**src/rtl/systolic_pkg.sv**
```systemverilog
// +----------------------------------------------------------------------+
// | systolic_pkg -- shared state, dataflow modes and phase-length helper |
// | Revision: 1.0                                                        |
// +----------------------------------------------------------------------+
`default_nettype none

package systolic_pkg;

    typedef enum logic [2:0] {
        ST_IDLE    = 3'd0,
        ST_LOAD    = 3'd1,
        ST_COMPUTE = 3'd2,
        ST_DRAIN   = 3'd3,
        ST_DONE    = 3'd4
    } state_t;

    localparam logic [1:0] MODE_IS      = 2'b00;
    localparam logic [1:0] MODE_WS      = 2'b01;
    localparam logic [1:0] MODE_OS      = 2'b10;
    localparam logic [1:0] MODE_ILLEGAL = 2'b11;

    // Length of the skewed wavefront: the last lane starts rows+cols-2 cycles late.
    function automatic logic [63:0] calc_compute_len(input logic [63:0] k_len,
                                                     input int rows,
                                                     input int cols);
        return k_len + 64'(rows) + 64'(cols) - 64'd2;
    endfunction

endpackage

`default_nettype wire

```
**src/rtl/systolic_skew_gen.sv**
```systemverilog
// +----------------------------------------------------------------------+
// | systolic_skew_gen -- lane l is fed while l <= t < l + k_len          |
// | Revision: 1.0                                                        |
// +----------------------------------------------------------------------+
`default_nettype none

module systolic_skew_gen #(
    parameter int LANES = 8,
    parameter int KW    = 16,
    parameter int CW    = 21
) (
    input  logic             en_i,
    input  logic [CW-1:0]    t_i,
    input  logic [KW-1:0]    k_len_i,
    output logic [LANES-1:0] feed_o
);

    generate
        for (genvar l = 0; l < LANES; l++) begin : g_lane
            logic [CW-1:0] w_lo;
            logic [CW-1:0] w_hi;
            assign w_lo      = CW'(l);
            assign w_hi      = CW'(l) + CW'(k_len_i);
            assign feed_o[l] = en_i && (t_i >= w_lo) && (t_i < w_hi);
        end
    endgenerate

endmodule

`default_nettype wire

```
**src/rtl/systolic_wavefront_seq.sv**
```systemverilog
// +----------------------------------------------------------------------+
// | systolic_wavefront_seq -- load/compute/drain sequencer for an array  |
// | Revision: 1.0                                                        |
// +----------------------------------------------------------------------+
`default_nettype none

module systolic_wavefront_seq
    import systolic_pkg::*;
#(
    parameter int ROWS = 8,
    parameter int COLS = 8,
    parameter int KW   = 16
) (
    input  logic                    clk,
    input  logic                    reset,
    input  logic                    start_i,
    input  logic [1:0]              mode_i,
    input  logic [KW-1:0]           k_len_i,
    input  logic                    abort_i,
    output logic                    busy_o,
    output logic                    done_o,
    output logic                    err_o,
    output logic                    load_en_o,
    output logic [$clog2(ROWS)-1:0] load_row_o,
    output logic [ROWS-1:0]         row_feed_en_o,
    output logic [COLS-1:0]         col_feed_en_o,
    output logic                    mac_en_o,
    output logic                    accum_clear_o,
    output logic                    drain_en_o,
    output logic [$clog2(ROWS)-1:0] drain_row_o
);

    localparam int RW = $clog2(ROWS);
    localparam int CW = KW + $clog2(ROWS + COLS) + 1;
    localparam logic [CW-1:0] ROW_LAST = CW'(ROWS - 1);

    state_t        state_q, state_d;
    logic [CW-1:0] cnt_q, cnt_d;
    logic [1:0]    mode_q, mode_d;
    logic [KW-1:0] k_len_q, k_len_d;
    logic [CW-1:0] t_last;

    logic          busy_d, done_d, err_d, load_en_d, mac_en_d, accum_clear_d, drain_en_d;
    logic [RW-1:0] load_row_d, drain_row_d;
    logic          feed_active;
    logic [ROWS-1:0] row_feed_d;
    logic [COLS-1:0] col_feed_d;

    assign t_last = CW'(calc_compute_len(64'(k_len_q), ROWS, COLS) - 64'd1);

    always_ff @(posedge clk or posedge reset) begin
        if (reset) begin
            state_q <= ST_IDLE;
            cnt_q   <= '0;
            mode_q  <= '0;
            k_len_q <= '0;
        end else begin
            state_q <= state_d;
            cnt_q   <= cnt_d;
            mode_q  <= mode_d;
            k_len_q <= k_len_d;
        end
    end

    always_comb begin
        state_d = state_q;
        cnt_d   = cnt_q;
        mode_d  = mode_q;
        k_len_d = k_len_q;
        err_d   = 1'b0;

        if (state_q != ST_IDLE && abort_i) begin
            state_d = ST_IDLE;
            cnt_d   = '0;
        end else begin
            case (state_q)
                ST_IDLE: begin
                    if (start_i && !abort_i) begin
                        if (mode_i == MODE_ILLEGAL || k_len_i == '0) begin
                            err_d = 1'b1;
                        end else begin
                            mode_d  = mode_i;
                            k_len_d = k_len_i;
                            cnt_d   = '0;
                            state_d = (mode_i == MODE_OS) ? ST_COMPUTE : ST_LOAD;
                        end
                    end
                end
                ST_LOAD: begin
                    if (cnt_q == ROW_LAST) begin
                        state_d = ST_COMPUTE;
                        cnt_d   = '0;
                    end else begin
                        cnt_d = cnt_q + 1'b1;
                    end
                end
                ST_COMPUTE: begin
                    if (cnt_q == t_last) begin
                        state_d = (mode_q == MODE_OS) ? ST_DRAIN : ST_DONE;
                        cnt_d   = '0;
                    end else begin
                        cnt_d = cnt_q + 1'b1;
                    end
                end
                ST_DRAIN: begin
                    if (cnt_q == ROW_LAST) begin
                        state_d = ST_DONE;
                        cnt_d   = '0;
                    end else begin
                        cnt_d = cnt_q + 1'b1;
                    end
                end
                ST_DONE: begin
                    state_d = ST_IDLE;
                    cnt_d   = '0;
                end
                default: begin
                    state_d = ST_IDLE;
                    cnt_d   = '0;
                end
            endcase
        end

        // Outputs are decoded from the next state so the output flops line up with it.
        busy_d        = (state_d != ST_IDLE);
        done_d        = (state_d == ST_DONE);
        load_en_d     = (state_d == ST_LOAD);
        load_row_d    = load_en_d ? cnt_d[RW-1:0] : '0;
        mac_en_d      = (state_d == ST_COMPUTE);
        drain_en_d    = (state_d == ST_DRAIN);
        drain_row_d   = drain_en_d ? cnt_d[RW-1:0] : '0;
        accum_clear_d = load_en_d ||
                        (mac_en_d && mode_d == MODE_OS && cnt_d == '0);
        feed_active   = mac_en_d;
    end

    systolic_skew_gen #(.LANES(ROWS), .KW(KW), .CW(CW)) u_row_skew (
        .en_i    (feed_active),
        .t_i     (cnt_d),
        .k_len_i (k_len_d),
        .feed_o  (row_feed_d)
    );

    systolic_skew_gen #(.LANES(COLS), .KW(KW), .CW(CW)) u_col_skew (
        .en_i    (feed_active),
        .t_i     (cnt_d),
        .k_len_i (k_len_d),
        .feed_o  (col_feed_d)
    );

    always_ff @(posedge clk or posedge reset) begin
        if (reset) begin
            busy_o        <= 1'b0;
            done_o        <= 1'b0;
            err_o         <= 1'b0;
            load_en_o     <= 1'b0;
            load_row_o    <= '0;
            row_feed_en_o <= '0;
            col_feed_en_o <= '0;
            mac_en_o      <= 1'b0;
            accum_clear_o <= 1'b0;
            drain_en_o    <= 1'b0;
            drain_row_o   <= '0;
        end else begin
            busy_o        <= busy_d;
            done_o        <= done_d;
            err_o         <= err_d;
            load_en_o     <= load_en_d;
            load_row_o    <= load_row_d;
            row_feed_en_o <= row_feed_d;
            col_feed_en_o <= col_feed_d;
            mac_en_o      <= mac_en_d;
            accum_clear_o <= accum_clear_d;
            drain_en_o    <= drain_en_d;
            drain_row_o   <= drain_row_d;
        end
    end

endmodule

`default_nettype wire
```
**config.mk**
```make
export PLATFORM = sky130hd
export DESIGN_NAME = systolic_wavefront_seq
export DESIGN_NICKNAME = d
export VERILOG_FILES = /design/src/rtl/systolic_pkg.sv /design/src/rtl/systolic_skew_gen.sv /design/src/rtl/systolic_wavefront_seq.sv
export SDC_FILE = /design/constraint.sdc
export NUM_CORES = 1
export LEC_CHECK = 0
export CORE_MARGIN = 2
export CORE_UTILIZATION = 45
export CTS_CLUSTER_SIZE = 20
export DETAILED_ROUTE_END_ITERATION = 6
export PLACE_DENSITY_LB_ADDON = 0.1
export SLEW_MARGIN = 20
export SYNTH_ARGS = -nofsm -noshare
export SYNTH_HDL_FRONTEND = slang
export SYNTH_SLANG_ARGS = --single-unit
```
**constraint.sdc**
```tcl
create_clock -name clk -period 9.8 [get_ports clk]
set_input_delay 0.98 -clock clk [delete_from_list [all_inputs] [get_ports clk]]
set_output_delay 0.98 -clock clk [all_outputs]
set_load 0.02 [all_outputs]
```
==> results.yml, run 1 <==
power:
  swShare_pct: 55.4
  pwr-share-comb_pct: 72.4
  total_power_uw: 2890
  leakage_uw: 0.00449
  peakVddDrop_v: 0.000144
  seqPwrFrac_pct: 16.5
  power_density_mw_per_mm2: 283
  power_switching_uw: 1600
  internal_power_uw: 1290
  clockPowerShare_pct: 11.1
routing:
  avgViaCountPerCell: 6.12
  highest_layer: "met4"
  drc: 0
  first_pass_iters: 5
  wl_um: 33300
  drt_iter0_drc: 747
  wl_met1_um: 13800
  vias: 8947
  antenna_left: 0
  avgRoutedWirePerCell_um: 22.8
  route.met2.wl_um: 16200
  wl_met3_um: 1680
yosys:
  syn_nets: 1316
  async_reset_ff_share_pct: 100
  synthCells: 1158
  synth_edf_count: 0
  syn-cell-area_mm2: 0.00914
  yosysSeqAreaShare_pct: 17.2
  yosysWarningCount: 0
  synth_ff_type: "dfrtp_1"
  synth.avg_cell_area_um2: 7.90
  ys_types: 81
  ys_ff_latch: 63
sta:
  slew_viol_final: 0
  maxSlewHeadroom_pct: 27.2
  fin_setup_tns_ps: 0
  worst_pin_slew_ps: 1060
  finalHoldViolCount: 0
  fin_skew_ps: 10.7
  setup-violations-final: 0
  setup_ws_ps: 2680
  period_share_pct: 72.6
  min_period_ps: 7120
  clock.fmax_mhz: 141
  rsz0062_at_grt: "false"
floorplan:
  io_pins: 51
  num_rows: 52
  dieHeight_um: 147
  core_area_mm2: 0.0201
  start_util_pct: 45.5
  die_x_um: 147
  dieArea_mm2: 0.0215
job:
  max-cap-violations: 0
clock_tree:
  cts_max_path_buffers: 2
  clk_latency_ps: 350
  clkSinkCount: 63
  postCtsSetupBuffers: 0
  ctsHoldBuffers: 0
  cts.clk_slew.worst_paths_ps: 60
  cts-root-buf: "clkbuf_16"
  cts_resized: 0
  cts_tree: "done"
  cts_max_level: 3
  cts_made_buffers: 9
placed_design:
  dp.cells: 1445
  dp_hpwl_um: 25400
  port_buffers: 50
  gp_congestion: 1.01
  dpl_worst_slack_ps: 2710
grt:
  grt_start_max_net_pins: 64
  grt_usage_pct: 31.6
  first_global_vias: 8914
  antenna_found_initial: 0
  grt_pass1_wl_um: 52000
  grt.overflow.total: 0
finish:
  final_cells: 1461
  diodes: 0
  layout-drive-gt1-share_pct: 6.63
  nNetsFinal: 1344
  final_util_pct: 50.8
  area_growth_syn_to_layout_pct: 11.7
critical_path:
  startpoint_type: "flop"
  max_stage_delay_ps: 750
  setup.worst_path.start: "k_len_q[1]"
  arrival_ps: 7360
  required_ps: 10040
  path_class: "flop to flop"
  cp_max_fo: 16
  crit_path_end_kind: "flop"
  cp_slowest_cell: "nor2_1"
  rr_startpoint: "k_len_q[1]"
hold_path:
  hold_path_class: "flop to flop"
  worstHoldStart: "mode_q[1]"
status:
  status: "completed"
layer usage:
| metal | vias up | global-route usage, % |
|---|---|---|
| met3 | 87 | 4.66 |
| met1 | 4279 | 38.4 |
| met5 | - | 0 |
| li1 | 4273 | - |
| met2 | 308 | 54.6 |
| met4 | 0 | 15.6 |
registers in the layout, summed over array words and instances, names as in the netlist:
register and cells:
cnt_q 21, k_len_q 16, col_feed_en_o 8, drain_row_o 3
load_row_o 3, state_q 3, mode_q 2, accum_clear_o 1
busy_o 1, done_o 1, drain_en_o 1, err_o 1
load_en_o 1, mac_en_o 1
final timing paths:
check	endpoint	slack, ps	depth (start not counted)
min in group asynchronous	cnt_q[12]	1180	3
hold reg to reg	mode_q[1]	560	1
max in group asynchronous	cnt_q[18]	8020	3
hold / removal	mode_q[1]	560	1
setup reg to reg	col_feed_en_o[2]	2680	27
setup / recovery	col_feed_en_o[2]	2680	27
Yosys cell counts, types with 28 or more instances:
| cell | instances | area [um^2] |
|---|---|---|
| nor3_1 | 30 | 150 |
| dfrtp_1 | 63 | 1580 |
| nand4_1 | 36 | 225 |
| ha_1 | 136 | 1700 |
| nand2_1 | 89 | 334 |
| inv_1 | 33 | 124 |
| o21ai_0 | 55 | 275 |
| clkbuf_1 | 38 | 143 |
| nand3_1 | 37 | 185 |
| xnor2_1 | 119 | 1040 |
| nor2b_1 | 28 | 175 |
| nor2_1 | 107 | 402 |
| a21oi_1 | 71 | 355 |
| a21o_1 | 34 | 255 |
logic make-up after synthesis:
| family | share of synthesized area [%] |
|---|---|
| AO/OA/AOI/OAI | 18.9 |
| XOR/XNOR | 12.8 |
| adder cells (fa/ha/maj) | 18.6 |
| buffers and inverters | 5.02 |
| flip-flops | 17.2 |
| multiplexers | 1.98 |
| AND/OR/NAND/NOR | 25.4 |
cell usage in the layout (no fill, tap or decap), types with 19 or more instances in the layout:
master and n:
ha_1 136, nand4_1 36, nor2b_1 28, nor4_1 19, nor2_1 107, dfrtp_1 63, nand2_1 89, buf_4 31
o21ai_0 55, a21oi_1 71, nand3_1 37, clkdlybuf4s50_1 50, a21o_1 34, xnor2_1 119, nor3_1 30, inv_1 32
worst max-delay path, delay by kind of cell, from the launching register on:
kind	cells	cell delay [ps]
simple gates	13	3510
compound gates	10	1890
fa+ha+maj	2	700
flops	1	510
buf+inv	2	360
power groups by stage:
stage / combinational [uW] / sequential, uW / clock, uW
after floorplan: 1480 / 396 / 0
after global placement: 2050 / 479 / 0
after detailed placement: 2050 / 479 / 0
after CTS: 2070 / 474 / 329
after global routing: 2290 / 489 / 339
final: 2090 / 477 / 319
final cells by class:
cell class,count,area (um^2)
Timing Repair Buffer,81,733
Clock inverter,7,62.6
Tap cell,270,338
Sequential cell,63,1580
Multi-Input combinational cell,989,7120
Clock buffer,9,225
Fill cell,2010,9890
Inverter,42,158
through the flow:
| step | area (um^2) | hold slack (ps) |
|---|---|---|
| after floorplan | 9140 | 507 |
| after global placement | 9920 | 537 |
| after detailed placement | 9920 | 539 |
| after CTS | 10200 | 553 |
| after global routing | 10200 | 583 |
| final | 10200 | 558 |
No activity file was read; power rests on OpenSTA's default activity.
==> inputs of run 2 (changes only) <==
- clock period: 9.8 -> 7.15 ns (I/O delays scaled with it)
==> run 2 against run 1 <==
Compared with the run above:
- the flow now finishes with violations (DRC)
- final cell count increased by 1.6%
- maximum frequency increased by 8.9%
- power increased by 41%
- sequential share of layout area decreased by 0.28 points
- sequential cell count unchanged
- hold slack got worse by 10 ps
- register-to-register slack got worse by 2100 ps
- clock-buffer cell count unchanged
- clock skew decreased by 4.2 ps
- clock power increased by 39%
- global-route usage increased by 0.43 points
- worst setup slack got worse by 2100 ps
==> results.yml, run 2 (synthesized netlist as in run 1, its figures left out) <==
status:
  status: "finished with violations"
  violations: "DRC"
finish:
  layout-drive-gt1-share_pct: 8.48
  fillers: 1994
  mostFrequentLayoutCells: "ha_1 (136), xnor2_1 (119), nor2_1 (107)"
  diodes: 0
  largestRegisters: "cnt_q x21, k_len_q x16, col_feed_en_o x8"
  nNetsFinal: 1368
  final_common_cell: "ha_1"
  area_growth_syn_to_layout_pct: 13.8
  largest_reg_flops: 21
  largest-register: "cnt_q"
routing:
  antenna_left: 0
  avgViaCountPerCell: 6.15
  vias: 9133
  first_pass_iters: 7
  drc: 2
  drt_iter0_drc: 699
  avgRoutedWirePerCell_um: 23.1
  wl_um: 34400
sta:
  fin_skew_ps: 6.52
  slew_viol_final: 0
  fin_setup_tns_ps: 0
  maxSlewHeadroom_pct: 32.5
  worst_pin_slew_ps: 1000
  min_period_ps: 6530
  finalHoldViolCount: 0
  period_share_pct: 91.4
  rsz0062_at_grt: "false"
  whs_ps: 548
  setup-violations-final: 0
  clock.fmax_mhz: 153
clock_tree:
  cts-root-buf: "clkbuf_16"
  clkSinkCount: 63
  ctsHoldBuffers: 0
  cts_max_level: 3
  postCtsSetupBuffers: 0
  cts_made_buffers: 9
  cts.clk_slew.worst_paths_ps: 60
  cts_tree: "done"
  clk_latency_ps: 350
  cts_max_path_buffers: 2
critical_path:
  rr_worst_depth: 28
  rr_startpoint: "k_len_q[1]"
  setup.worst_path.start: "k_len_q[1]"
  cp_max_fo: 15
  crit_path_end_kind: "flop"
  max_stage_delay_ps: 570
  required_ps: 7390
  cpMostUsedCell: "o21ai_0"
  cp_slowest_cell: "or4_4"
  arrival_ps: 6770
  startpoint_type: "flop"
  path_class: "flop to flop"
grt:
  grt.busiest_layer: "met2"
  gr-usage-met1_pct: 39.3
  antenna_found_initial: 0
  grt_use_met2_pct: 53.9
  first_global_vias: 8844
  grt_pass1_wl_um: 52200
  grt_start_max_net_pins: 64
  grt.overflow.total: 0
  use_met3_pct: 3.75
  grt_usage_pct: 32.0
hold_path:
  worstHoldStart: "mode_q[1]"
  hold_path_class: "flop to flop"
  whs_path_depth: 1
power:
  leakage_uw: 0.00460
  internal_power_uw: 1870
  clockPowerShare_pct: 10.9
  swShare_pct: 54.0
  pwr-share-comb_pct: 73.2
  power_density_mw_per_mm2: 391
  peakVddDrop_v: 0.000157
  seqPwrFrac_pct: 15.9
  total_power_uw: 4070
  power_switching_uw: 2200
floorplan:
  num_rows: 52
  core_area_mm2: 0.0201
  dieArea_mm2: 0.0215
  start_util_pct: 45.5
  io_pins: 51
  dieHeight_um: 147
  die_x_um: 147
job:
  max-cap-violations: 0
placed_design:
  port_buffers: 50
  dp_hpwl_um: 27200
  gp_congestion: 1.01
## run 2: cell count changes in the layout (fill, tap and decap cells not counted)
cell        before  now
inv_8            1    0
o21ai_0         55   54
inv_6            3    1
clkinvlp_4       1    2
bufinv_16        0    1
o21ai_1          3    4
clkinv_4         2    1
clkinv_2         0    2
buf_4           31   55
## run 2: what timing repair did
action,CTS,global route
hold endpoints to repair,0,0
resized for setup,0,1
setup endpoints to repair,0,2
## run 2: routing by layer
| metal | vias up | share of wire [%] |
|---|---|---|
| met1 | 4317 | 40 |
| met3 | 131 | 6.0 |
| li1 | 4318 | - |
| met2 | 367 | 47 |
| met4 | 0 | 6.7 |
| met5 | - | 0 |
## run 2: worst paths after layout
kind,endpoint,slack [ps]
setup / recovery,col_feed_en_o[1],620
hold / removal,mode_q[1],550
setup reg to reg,col_feed_en_o[1],620
hold reg to reg,mode_q[1],550
max in group asynchronous,cnt_q[18],5640
min in group asynchronous,drain_en_o,930
## run 2: metrics by stage
step | area [um^2] | worst slack, ps | instances | utilization [%]
2_1_floorplan | 9140 | 1200 | 1158 | -
3_3_place_gp | 10100 | 815 | 1469 | 50.3
3_5_place_dp | 10100 | 648 | 1469 | 50.3
4_1_cts | 10400 | 625 | 1485 | 51.7
5_1_grt | 10400 | 25.9 | 1485 | 51.7
6_report | 10400 | 615 | 1485 | 51.7
## run 2: worst max-delay path, delay by kind of cell, from the launching register on
family | cells | cell delay [ps]
AO/OA/AOI/OAI | 12 | 2300
adder cells (fa/ha/maj) | 2 | 550
buffers and inverters | 3 | 600
flip-flops | 1 | 500
AND/OR/NAND/NOR | 11 | 2470
## run 2: layout make-up
class,instances,area (um^2),share of cell area (%)
clock buffer,9,225,2.17
clock inverter,7,72.6,0.698
inverter,42,158,1.52
multi-input combinational,989,7120,68.4
sequential,63,1580,15.2
tap,270,338,3.25
timing repair buffer,105,913,8.78
## run 2: power groups by stage
stage | clock [uW] | combinational (uW) | sequential (uW)
after global placement | 0 | 2930 | 646
after CTS | 453 | 2940 | 640
after detailed placement | 0 | 2920 | 648
final | 445 | 2980 | 645
after floorplan | 0 | 2030 | 542
after global routing | 466 | 3220 | 658
==> inputs of run 3 (changes only) <==
- CORE_MARGIN: 2 -> not set
- SLEW_MARGIN: 20 -> not set
==> run 3 against run 2 <==
Compared with the run above:
- the flow now finishes without violations
- non-clock buffer count increased by 4
- clock-buffer cell count increased by 2
- sequential cell count unchanged
- largest power group unchanged
- cell area about the same
- die area decreased by 2.7%
- critical endpoint is now col_feed_en_o[5]
- highest routed layer unchanged
- final cell count about the same
- utilization increased by 0.97 points
- wire length decreased by 2.3%
- combinational power about the same
- global-route usage increased by 1.5 points
- worst setup slack got worse by 100 ps
- clock power decreased by 7.6%
==> results.yml, run 3 (synthesized netlist as in run 1, its figures left out) <==
sta:
  maxSlewHeadroom_pct: 24.5
  fin_setup_tns_ps: 0
  finalHoldViolCount: 0
  period_share_pct: 92.8
  clock.fmax_mhz: 151
  setup-violations-final: 0
  fin_skew_ps: 7.67
  rsz0062_at_grt: "false"
  setup_ws_ps: 512
  worst_pin_slew_ps: 1120
  slew_viol_final: 0
  min_period_ps: 6640
grt:
  antenna_found_initial: 0
  grt_usage_pct: 33.5
  grt_pass1_wl_um: 51500
  grt_start_max_net_pins: 64
  grt.overflow.total: 0
  first_global_vias: 8857
finish:
  nNetsFinal: 1372
  final_common_cell: "ha_1"
  layout-drive-gt1-share_pct: 8.70
  largestRegisters: "cnt_q x21, k_len_q x16, col_feed_en_o x8"
  largest_reg_flops: 21
  area_growth_syn_to_layout_pct: 13.7
  mostFrequentLayoutCells: "ha_1 (136), xnor2_1 (119), nor2_1 (107)"
  fillers: 1941
  largest-register: "cnt_q"
  diodes: 0
  register_area_mm2: 0.00158
  multi_input_area_mm2: 0.00711
job:
  max-cap-violations: 0
routing:
  vias: 9033
  wl_um: 33600
  avgViaCountPerCell: 6.09
  first_pass_iters: 5
  drc: 0
  antenna_left: 0
  drt_iter0_drc: 765
  avgRoutedWirePerCell_um: 22.6
status:
  status: "completed"
critical_path:
  required_ps: 7410
  startpoint_type: "flop"
  path_class: "flop to flop"
  crit_path_end_kind: "flop"
  arrival_ps: 6900
  cp_max_fo: 11
placed_design:
  dp_hpwl_um: 26400
  port_buffers: 50
  dpl_worst_slack_ps: 616
  gp_congestion: 0.988
clock_tree:
  cts_tree: "done"
  clk_latency_ps: 340
  cts_resized: 0
  cts_max_path_buffers: 2
  cts_max_level: 3
  clkSinkCount: 63
  cts.clk_slew.worst_paths_ps: 60
  ctsHoldBuffers: 0
  cts-root-buf: "clkbuf_16"
  cts_made_buffers: 9
  postCtsSetupBuffers: 0
floorplan:
  num_rows: 51
  die_x_um: 145
  core_area_mm2: 0.0197
  io_pins: 51
  dieArea_mm2: 0.0209
  dieHeight_um: 145
  start_util_pct: 46.4
power:
  total_power_uw: 4020
  power_density_mw_per_mm2: 387
  peakVddDrop_v: 0.000181
  leakage_uw: 0.00461
hold_path:
  hold_path_class: "flop to flop"
-- run 3: cell count changes in the layout (fill, tap and decap cells not counted), sizes merged --
cell,change
buf,+4
clkbuf,+2
bufinv,-1
inv,-1
-- run 3: worst paths after layout --
kind	startpoint	endpoint	cells after the start	slack, ps
min in group asynchronous	reset	drain_en_o	3	930
max in group asynchronous	reset	cnt_q[1]	3	5660
max	k_len_q[1]	col_feed_en_o[5]	27	510
min	mode_q[1]	mode_q[1]	1	560
max reg2reg	k_len_q[1]	col_feed_en_o[5]	27	510
min reg2reg	mode_q[1]	mode_q[1]	1	560
-- run 3: critical path, stage by stage (launching register included) --
cell,delay (ps)
dfrtp_1,500
inv_1,150
ha_1,300
nor2b_1,400
nor2_1,130
o311a_1,350
or4_4,570
o21ai_1,140
nand4b_1,150
a2111oi_4,750
or2_4,270
and2_1,250
o21ai_0,120
a21oi_1,170
nor2_1,50
buf_4,220
ha_1,320
a21oi_1,130
nor2b_1,50
o21ai_0,140
nand2b_1,70
a21oi_1,140
nor2b_1,50
o21ai_0,150
nand2_1,100
a2111oi_0,550
o21ai_0,160
a21oi_1,150
-- run 3: per-stage QoR --
step                util (%)  instances  instance area [um^2]  hold slack (ps)
finish                  52.7       1484                 10400              559
global route            52.7       1484                 10400              602
CTS                     52.7       1484                 10400              561
detailed placement      51.3       1468                 10100              550
global placement        51.3       1468                 10100              534
floorplan                  -       1158                  9140              507
-- run 3: power breakdown --
group	internal [uW]	switching (uW)	total, uW
Clock	243	167	411
Combinational	1160	1840	3000
Sequential	448	165	612
Total	1850	2170	4020
-- run 3: final cells by class --
class                      instances  area share (%)
multi-input combinational        989            68.4
sequential                        63            15.2
timing repair buffer             109            9.08
tap                              265            3.19
clock buffer                      11            2.34
inverter                          42            1.52
clock inverter                     5           0.325
-- run 3: metal layers --
layer	up-vias	track usage (%)	routed length (um)
li1	4310	-	-
met1	4286	41.9	14100
met2	348	55.7	15800
met3	89	4.37	1930
met4	0	18.4	1790
met5	-	0	0
